File: src/rtl/mma_pkg.sv
// Shared types and constants for the MMA result drain path.
// Result elements are 4*P bits wide; the double buffer holds BUF_DEPTH matrices.
package mma_pkg;

  localparam int P_DEFAULT = 8;
  localparam int N_DEFAULT = 4;
  localparam int BUF_DEPTH = 2;

  // Accumulated result width for a given operand precision.
  function automatic int res_w(input int p);
    return 4 * p;
  endfunction

  localparam int RES_W = res_w(P_DEFAULT);

  typedef logic [RES_W-1:0]          res_elem_t;
  typedef res_elem_t [N_DEFAULT-1:0] row_vec_t;

endpackage

File: src/rtl/mma_row_mux.sv
// Picks one row out of one matrix in the ping-pong pair.
module mma_row_mux
  import mma_pkg::*;
#(
  parameter int M = 4,
  parameter int N = 4,
  parameter int RW = 32,
  localparam int IDX_W = (M > 1) ? $clog2(M) : 1
) (
  input  logic [BUF_DEPTH-1:0][M-1:0][N-1:0][RW-1:0] buf_pair,
  input  logic                                      rd_ptr,
  input  logic [IDX_W-1:0]                          row_idx,
  output logic [N-1:0][RW-1:0]                      row
);

  assign row = buf_pair[rd_ptr][row_idx];

endmodule

File: src/rtl/mma_result_streamer.sv
// Drain side of the MMA datapath: captures whole result matrices into a
// two-entry ping-pong buffer and streams them out one row per beat.
// Optional feature: define MMA_RESULT_STREAMER_PARITY_EN to add out_parity
// (even parity per output element).
module mma_result_streamer
  import mma_pkg::*;
#(
  parameter int M = 4,
  parameter int N = 4,
  parameter int P = 8,
  localparam int RW = res_w(P),
  localparam int IDX_W = (M > 1) ? $clog2(M) : 1
) (
  input  logic                         clk,
  input  logic                         rst_n,
  input  logic                         d_valid,
  output logic                         d_ready,
  input  logic [M-1:0][N-1:0][RW-1:0]  d_mat,
  output logic                         out_valid,
  input  logic                         out_ready,
  output logic [N-1:0][RW-1:0]         out_row,
  output logic [IDX_W-1:0]             out_row_idx,
  output logic                         out_last
`ifdef MMA_RESULT_STREAMER_PARITY_EN
 ,output logic [N-1:0]                 out_parity
`endif
);

  localparam logic [IDX_W-1:0] LAST_ROW = IDX_W'(M - 1);

  logic [1:0]                                   count_q, count_d;
  logic                                         wr_ptr_q, wr_ptr_d;
  logic                                         rd_ptr_q, rd_ptr_d;
  logic [IDX_W-1:0]                             row_idx_q, row_idx_d;
  logic [BUF_DEPTH-1:0][M-1:0][N-1:0][RW-1:0]   buf_q, buf_d;

  logic capture;
  logic pop;
  logic pop_last;

  // Handshake status is a pure function of registered state, so there is no
  // combinational path from the input side to the output side.
  assign d_ready     = (count_q != 2'd2);
  assign out_valid   = (count_q != 2'd0);
  assign out_row_idx = row_idx_q;
  assign out_last    = out_valid && (row_idx_q == LAST_ROW);

  assign capture  = d_valid && d_ready;
  assign pop      = out_valid && out_ready;
  assign pop_last = pop && (row_idx_q == LAST_ROW);

  // Next-state: buffer write, pointer toggles, row walk and occupancy.
  always_comb begin
    // NOTE: every _d starts as its _q so no path through this block leaves a
    // signal unassigned; otherwise synthesis would infer a latch.
    count_d   = count_q;
    wr_ptr_d  = wr_ptr_q;
    rd_ptr_d  = rd_ptr_q;
    row_idx_d = row_idx_q;
    buf_d     = buf_q;

    if (capture) begin
      buf_d[wr_ptr_q] = d_mat;
      wr_ptr_d        = ~wr_ptr_q;
    end

    if (pop) begin
      if (pop_last) begin
        row_idx_d = '0;
        rd_ptr_d  = ~rd_ptr_q;
      end else begin
        row_idx_d = row_idx_q + 1'b1;
      end
    end

    // A capture and a last-row pop in the same cycle cancel out.
    case ({capture, pop_last})
      2'b10:   count_d = count_q + 2'd1;
      2'b01:   count_d = count_q - 2'd1;
      default: count_d = count_q;
    endcase
  end

  // State registers, including both matrix buffers.
  always_ff @(posedge clk or negedge rst_n) begin
    if (!rst_n) begin
      count_q   <= 2'd0;
      wr_ptr_q  <= 1'b0;
      rd_ptr_q  <= 1'b0;
      row_idx_q <= '0;
      // NOTE: the buffers are reset on purpose so out_row reads 0 after reset
      // rather than X; plain storage arrays normally carry no reset.
      buf_q     <= '0;
    end else begin
      // NOTE: non-blocking assignments so every register samples the
      // pre-edge values, independent of statement order.
      count_q   <= count_d;
      wr_ptr_q  <= wr_ptr_d;
      rd_ptr_q  <= rd_ptr_d;
      row_idx_q <= row_idx_d;
      buf_q     <= buf_d;
    end
  end

  mma_row_mux #(
    .M  (M),
    .N  (N),
    .RW (RW)
  ) u_row_mux (
    .buf_pair (buf_q),
    .rd_ptr   (rd_ptr_q),
    .row_idx  (row_idx_q),
    .row      (out_row)
  );

`ifdef MMA_RESULT_STREAMER_PARITY_EN
  // Even parity of each element of the row currently presented.
  always_comb begin
    out_parity = '0;
    for (int j = 0; j < N; j++) begin
      out_parity[j] = ^out_row[j];
    end
  end
`endif

endmodule

File: config.mk
export PLATFORM = sky130hd
export DESIGN_NAME = mma_result_streamer
export DESIGN_NICKNAME = d
export VERILOG_FILES = /design/src/rtl/mma_pkg.sv /design/src/rtl/mma_row_mux.sv /design/src/rtl/mma_result_streamer.sv
export SDC_FILE = /design/constraint.sdc
export NUM_CORES = 1
export LEC_CHECK = 0
export BUFFER_PORTS_ARGS = -buffer_cell sky130_fd_sc_hd__clkbuf_2
export CAP_MARGIN = 20
export CORE_MARGIN = 8
export CORE_UTILIZATION = 25
export CTS_CLUSTER_DIAMETER = 50
export DETAILED_ROUTE_END_ITERATION = 6
export PLACE_DENSITY = 0.5
export SKIP_CTS_REPAIR_TIMING = 1
export SLEW_MARGIN = 20
export SYNTH_ARGS = -nofsm -noshare
export SYNTH_HDL_FRONTEND = slang
export SYNTH_SLANG_ARGS = --single-unit
export TNS_END_PERCENT = 20
File: constraint.sdc
create_clock -name clk -period 1.8 [get_ports clk]
set_clock_uncertainty 0.05 [all_clocks]
set_input_delay 0.18 -clock clk [delete_from_list [all_inputs] [get_ports clk]]
set_output_delay 0.18 -clock clk [all_outputs]
set_load 0.005 [all_outputs]
# After elaboration in Yosys (flattened, before gate mapping)

Index checks and enable logic that the tools add are counted.

Word-level logic and storage cells: 66
Output and inout bits: 133
Register bits: 1030
ROM bits: 0
Bits in latches: 0
Memories kept: 0
RAM bits: 0

Multipliers: 0
Magnitude comparators: 4
Add/sub/neg operators: 3
Reductions and logical operators: 8
Equality and inequality tests: 4
Bitwise gates (word level): 2
Divide/modulo/power cells: 0
Shift operators: 0
Muxes and demuxes: 9

Operators by type and width:

| operator              | number |
|---|---|
| $mux W512             | 3 |
| $bwmux W1024          | 1 |
| $demux W512 S1        | 1 |
| $bmux W128 S2         | 1 |
| $mux W128             | 1 |
| $logic_and A1 B1 Y1   | 5 |
| $add A2 B1 Y2 const B | 2 |
| $eq A2 B2 Y1 const B  | 2 |
| $lt A1 B2 Y1 const B  | 2 |
| $pmux W2 S2           | 1 |
| $reduce_bool A2 Y1    | 2 |
| $lt A2 B3 Y1 const B  | 1 |
| $eq A2 B1 Y1 const B  | 1 |
| $mux W2               | 1 |
| $ne A2 B2 Y1 const B  | 1 |
| $not A1 Y1            | 2 |
| $reduce_and A2 Y1     | 1 |
| $sub A2 B1 Y2 const B | 1 |
| $ge A1 B1 Y1 const B  | 1 |

# Depth between registers and ports, before layout

Gate-level depths: netlist of the first run.

Depth after elaboration: 5
Gate-level depth with buffers: 7

# By module

Synthesis of the first run repeated with hierarchy kept, for this count alone.

Cells, all modules: 2641
Area, all modules: 48823.1 sq um

Modules (own cells, without submodules):

| module              | instances | area each (sq um) | cells an instance |
|---|---|---|---|
| mma_result_streamer | 1         | 40639.0           | 2186 |
| mma_row_mux         | 1         | 8184.1            | 455 |

# Worst setup path after synthesis of the first run

No wires, ideal clock.

Path type: reg2out
Start point: register row_idx_q[1], in the netlist out_row_idx[1]
End point: output port out_row[85] in the netlist's numbering
Stages on the path, launching flop included: 6
Arrival time: 1.643 ns
Path buffers: 3
Path slack: -0.073 ns
Cell sequence: dfrtp_1 buf_2 buf_2 clkbuf_1 mux4_2 mux2_2

RTL lines:

| what                     | RTL line                   | RTL |
|---|---|---|
| start: declaration       | mma_result_streamer.sv:34  | `logic [IDX_W-1:0] row_idx_q, row_idx_d;` |
| start signal: assignment | mma_result_streamer.sv:100 | `row_idx_q <= row_idx_d;` |
| end: declaration         | mma_result_streamer.sv:21  | `output logic [N-1:0][RW-1:0] out_row,` |

==> results of run 1 <==
[Yosys cell counts, drive strengths merged (2+ instances only)]
master  instances
mux2         1153
dfrtp        1030
mux4          256
buf           166
clkbuf         19
xnor2           3
ha              2
xor2            2
[sequential cells by signal, indices dropped and copies added, names as in the netlist]
signal / cells
rd_ptr_q: 1
wr_ptr_q: 1
out_row_idx: 2
buf_q: 1024
count_q: 2
[report_power, final]
group          switching (uW)  internal (uW)  leakage, uW  total, uW
Sequential               6300          35300       0.0121      41600
Clock                   11500          18500      0.00246      30000
Combinational           23300          38100       0.0155      61400
[how the worst max path moves through the flow]
stage	from	endpoint	slack, ps	depth (start not counted)
final	rd_ptr_q$_DFFE_PN0P_	out_row[66]	-1170	6
after detailed placement	rd_ptr_q$_DFFE_PN0P_	out_row[96]	-460	5
after global placement	rd_ptr_q$_DFFE_PN0P_	out_row[96]	-440	5
after global routing	rd_ptr_q$_DFFE_PN0P_	out_row[75]	-1280	5
after CTS	rd_ptr_q$_DFFE_PN0P_	out_row[96]	-1350	5
after floorplan	out_row_idx[1]$_DFFE_PN0P_	out_row[45]	-40	5
[final cells by class]
type | instances | area, sq um | area share
flip-flops and latches | 1030 | 25790 | 0.3798
multi-input cells | 1427 | 21120 | 0.3111
repair buffers | 1456 | 12710 | 0.1873
clock buffers | 189 | 4015 | 0.05914
well taps | 2526 | 3161 | 0.04656
clock inverters | 72 | 1057 | 0.01557
diodes | 14 | 35.03 | 0.0005161
[metrics by stage]
step	std cells	util	setup WS (ps)	hold WS, ps	power, uW
after floorplan	2642	-	-36.39	-165.6	78140
after global placement	5847	0.2891	-439.9	50.90	96090
after detailed placement	5847	0.2891	-459.2	53.47	96730
after CTS	6108	0.3155	-1349	-829.2	127700
after global routing	6713	0.3529	-1285	65.68	140200
final	6714	0.3529	-1168	116.6	133000
[cells by family (layout without fill, tap and decap cells)]
family                   Yosys count  in the layout  synth area share
AO/OA/AOI/OAI                      3              3         0.0004143
multiplexers                    1409           1409            0.4253
flip-flops                      1030           1030            0.5333
buffers and inverters            185           1717           0.03837
other                              0             14                 0
XOR/XNOR                           5              5         0.0009063
AND/OR/NAND/NOR                    8              8          0.001191
adder cells (fa/ha/maj)            2              2         0.0005177
[routing by layer]
metal  up-vias  share of wire  track usage
li1      12815              -            -
met1     15560           0.42       0.1682
met2       621           0.52       0.2409
met3       256          0.032      0.02967
met4         4          0.027      0.04639
met5         -        0.00017            0
[tightest hold or removal path, delay by kind of cell]
kind | cells | cell delay (ps)
multiplexers | 1 | 110
buffers and inverters | 2 | 620
==> impl_metrics.yaml, run 1 <==
power_and_ir_drop:
  powerDensity_nw_per_um2: 1959
  leakage_uw: 0.03003
  ir_drop_v: 0.0009940
synth:
  synth.top_cell.area_share: 0.5333
  syn-mean-instance-area_sq_um: 18.29
  ys_seq_area_frac: 0.5333
  yosys_warnings: 0
  syn_area_sq_um: 48330
  synth_enable_flop_cells: 0
  syn_nets: 3160
  synth_area_leaders: "dfrtp_1, mux2_4, mux4_2"
  synth-main-ff-cell: "dfrtp_1"
  synth.distinct_cells: 25
  async_reset_ff_frac: 1.000
  syn-instance-count: 2642
  synth_top_area_cell: "dfrtp_1"
  ys_seq_elements: 1030
finish:
  stdcell_area_sq_um: 67890
  final_common_cell: "dfrtp_1"
  area_delta_synth_final_pct: 40.47
  finish.net_count: 4577
  nFillCells: 18272
  layout_common_cells: "dfrtp_1, clkbuf_2, mux2_4"
  drive_gt1_frac: 0.5271
timing:
  layout_min_cycle_time_ps: 2968
  grt_setup_unrepaired: "yes"
  max_clock_freq_mhz: 336.9
  setup_viol: 1042
  relSlewSlack: 0.6229
  fin_crit_sh: 1.649
  setup_tns_ps: -209040
  tightest_slew_ps: 565.6
  maxSlewViolCount: 0
  worst_slack_ps: -1168
  report.final.hold_viol_count: 0
setup_path:
  critPathBufInv: 4
  max_stage_delay_ps: 500
  cp_cell_sequence: "buf_12 > buf_16 > clkbuf_16 > mux4_2 > mux2_2 > clkbuf_2"
  rrSetupSlack_ps: -150
  cpMaxStageDelayCell: "mux4_2"
  r2r_end: "buf_q[512]$_DFFE_PN0P_"
  rr_worst_depth: 7
  cp_max_fo: 9
  startpoint_type: "register"
  critPathArrivalTime_ps: 2740
  critical_path.top_delay_family: "multiplexers"
  reg2reg_from: "count_q[0]$_DFFE_PN0P_"
  crit_path_end_kind: "primary output"
  cp.required_ps: 1570
  path_class: "register to primary output"
worst_hold_path:
  hold_depth: 3
  min-delay-path-class: "input port to register"
  min_to: "buf_q[872]$_DFFE_PN0P_"
  hp-start: "d_mat[360]"
placement:
  place.gp.congestion: 0.7807
  port_buffers: 648
  dpl.hpwl_um: 108200
  place_area_sq_um: 55620
clock_network:
  clk_path_buf_depth: 3
  clk_latency_ps: 770
  cts_tree: "yes"
  numCtsBuffers: 144
  cts.clk_slew.worst_paths_ps: 60
  cts_root_buf: "clkbuf_16"
  ctsHtreeMaxLevel: 4
  cts.sinks: 1030
floorplan:
  initial_core_util: 0.2512
  core-area_sq_um: 192400
  dieArea_sq_um: 207600
  fp.dieW_um: 455.7
  die_h_um: 455.7
  io_pins: 649
  rows: 161
global_routing:
  grt_pass1_vias: 30253
  grt_max_degree: 101
  globalRouteTotalUtil: 0.1377
  grt_pass1_wl_um: 216700
  antenna_found_initial: 29
  grt_overflow: 0
routing:
  drc_errors: 0
  drt-pass1-iter-count: 5
  drt_iter0_drc: 1263
  wl_per_cell_um: 23.13
  drtAntennaViolNets: 0
  wl_um: 155300
  num_vias: 29256
  via_per_inst: 4.357
outcome:
  status: "complete, but fails checks"
  failed_checks: "setup timing"
flow_run:
  cap_violations: 0
(Power assumes the default switching activity.)
==> run 2: changes to the inputs <==
--- a/config.mk
+++ b/config.mk
@@ -11,7 +11,8 @@
 export CORE_UTILIZATION = 25
 export CTS_CLUSTER_DIAMETER = 50
 export DETAILED_ROUTE_END_ITERATION = 6
-export PLACE_DENSITY = 0.5
+export PLACE_DENSITY = 0.52
+export SETUP_SLACK_MARGIN = 0.4
 export SKIP_CTS_REPAIR_TIMING = 1
 export SLEW_MARGIN = 20
 export SYNTH_ARGS = -nofsm -noshare
==> run 2 against run 1 <==
The flow still finishes with violations (setup timing); count of clock-buffer cells in the layout rose by 5; sequential share of layout area up 0.19 points; sequential power about the same; via count grew 0.45%; global-route usage is 0.51 points lower; critical endpoint is now out_row[22]; first-iteration DRC count is 2.9% higher; wire length fell by 3.4%.
==> impl_metrics.yaml, run 2 (synthesis gave the netlist of run 1 again) <==
clock_network:
  cts.clk_slew.worst_paths_ps: 60
  numCtsBuffers: 148
  ctsHtreeMaxLevel: 4
  cts_tree: "yes"
  cts.sinks: 1030
  clk_path_buf_depth: 3
  cts_root_buf: "clkbuf_16"
  clk_latency_ps: 760
finish:
  layout_common_cells: "dfrtp_1, clkbuf_2, mux2_4"
  fin_cells: 6728
  fin_util: 0.3512
  largest_reg_flops: 1024
  drive_gt1_frac: 0.5230
  finish.net_count: 4583
  area_delta_synth_final_pct: 39.79
  top_register: "buf_q"
  nFillCells: 18280
  final_common_cell: "dfrtp_1"
timing:
  layout_min_cycle_time_ps: 2916
  tightest_slew_ps: 716.9
  max_clock_freq_mhz: 342.9
  grt_setup_unrepaired: "yes"
  maxSlewViolCount: 0
  report.final.hold_viol_count: 0
  worst_slack_ps: -1116
  setup_viol: 1053
  fin_crit_sh: 1.620
  relSlewSlack: 0.5205
  setup_tns_ps: -239420
routing:
  num_vias: 29388
  drt_iter0_drc: 1299
  drt-pass1-iter-count: 5
  drc_errors: 0
  wl_per_cell_um: 22.29
  drtAntennaViolNets: 0
  via_per_inst: 4.368
  wl_um: 150000
floorplan:
  core-area_sq_um: 192400
  initial_core_util: 0.2512
  die_h_um: 455.7
  rows: 161
  io_pins: 649
  fp.dieW_um: 455.7
  dieArea_sq_um: 207600
power_and_ir_drop:
  ir_drop_v: 0.0008843
  leakage_uw: 0.02973
  powerDensity_nw_per_um2: 1924
placement:
  dpl.hpwl_um: 104800
  port_buffers: 648
  place.gp.congestion: 0.7755
  placed_cells: 5848
  pre_cts_ws_ps: -379.1
setup_path:
  startpoint_type: "register"
  max_stage_delay_ps: 500
  cp_max_fo: 7
  cp_cell_sequence: "buf_12 > buf_12 > clkbuf_16 > mux4_2 > mux2_4 > clkbuf_2"
  cpMaxStageDelayCell: "mux4_2"
  cp.required_ps: 1570
  crit_path_end_kind: "primary output"
  cp_common_cell: "buf_12"
  path_class: "register to primary output"
  critPathArrivalTime_ps: 2690
global_routing:
  grt_overflow: 0
  grt_pass1_wl_um: 210500
  globalRouteTotalUtil: 0.1326
  antenna_found_initial: 36
  grt_pass1_vias: 30217
  grt_max_degree: 121
outcome:
  failed_checks: "setup timing"
  status: "complete, but fails checks"
worst_hold_path:
  min-delay-path-class: "input port to register"
flow_run:
  cap_violations: 0
-- run 2: cell count changes in the layout (fill, tap and decap cells not counted), sizes merged --
cell      change
diode         +6
clkbuf       +26
buf          -19
clkinvlp      +1
bufinv        -7
inv           +1
clkinv        +6
-- run 2: worst paths after layout --
check | startpoint | to | slack [ps] | depth (start not counted)
worst min-delay path | d_valid | buf_q[891]$_DFFE_PN0P_ | 80 | 4
worst min register to register | buf_q[893]$_DFFE_PN0P_ | buf_q[893]$_DFFE_PN0P_ | 430 | 1
max in group asynchronous | rst_n | buf_q[555]$_DFFE_PN0P_ | 460 | 3
min in group asynchronous | rst_n | buf_q[367]$_DFFE_PN0P_ | 90 | 3
worst max register to register | count_q[0]$_DFFE_PN0P_ | buf_q[30]$_DFFE_PN0P_ | -260 | 9
worst max-delay path | rd_ptr_q$_DFFE_PN0P_ | out_row[22] | -1120 | 6
-- run 2: through the flow --
| step | cell area (sq um) | hold WS (ps) | total power (uW) |
|---|---|---|---|
| after floorplan | 48610 | -165.6 | 79110 |
| after global placement | 55690 | 22.62 | 95400 |
| after detailed placement | 55690 | 25.17 | 96150 |
| after CTS | 60730 | -842.3 | 126600 |
| after global routing | 67550 | 50.56 | 137100 |
| final | 67560 | 76.67 | 130000 |
-- run 2: area by class of cell --
type / instances / area [sq um] / share of cell area
clock buffer: 194 / 4129 / 0.06112
antenna: 20 / 50.05 / 0.0007408
clock inverter: 73 / 907.1 / 0.01343
sequential: 1030 / 25790 / 0.3817
timing repair buffer: 1458 / 12610 / 0.1866
tap: 2526 / 3161 / 0.04678
multi-input combinational: 1427 / 20920 / 0.3096
-- run 2: worst max-delay path, delay by kind of cell, from the launching register on --
family	cells	cell delay, ps
multiplexers	2	810
buffers and inverters	4	650
flip-flops	1	440
-- run 2: routing by layer --
metal	global-route usage	wire length, um	vias to the layer above
li1	-	-	12866
met1	0.1618	61730	15637
met2	0.2327	79090	628
met3	0.02853	4949	249
met4	0.04379	4162	8
met5	0	50	-
-- run 2: where the power goes --
part / switching, uW / total (uW) / internal [uW]
registers: 6250 / 41500 / 35300
logic: 22300 / 59000 / 36700
clock network: 11500 / 29500 / 18000
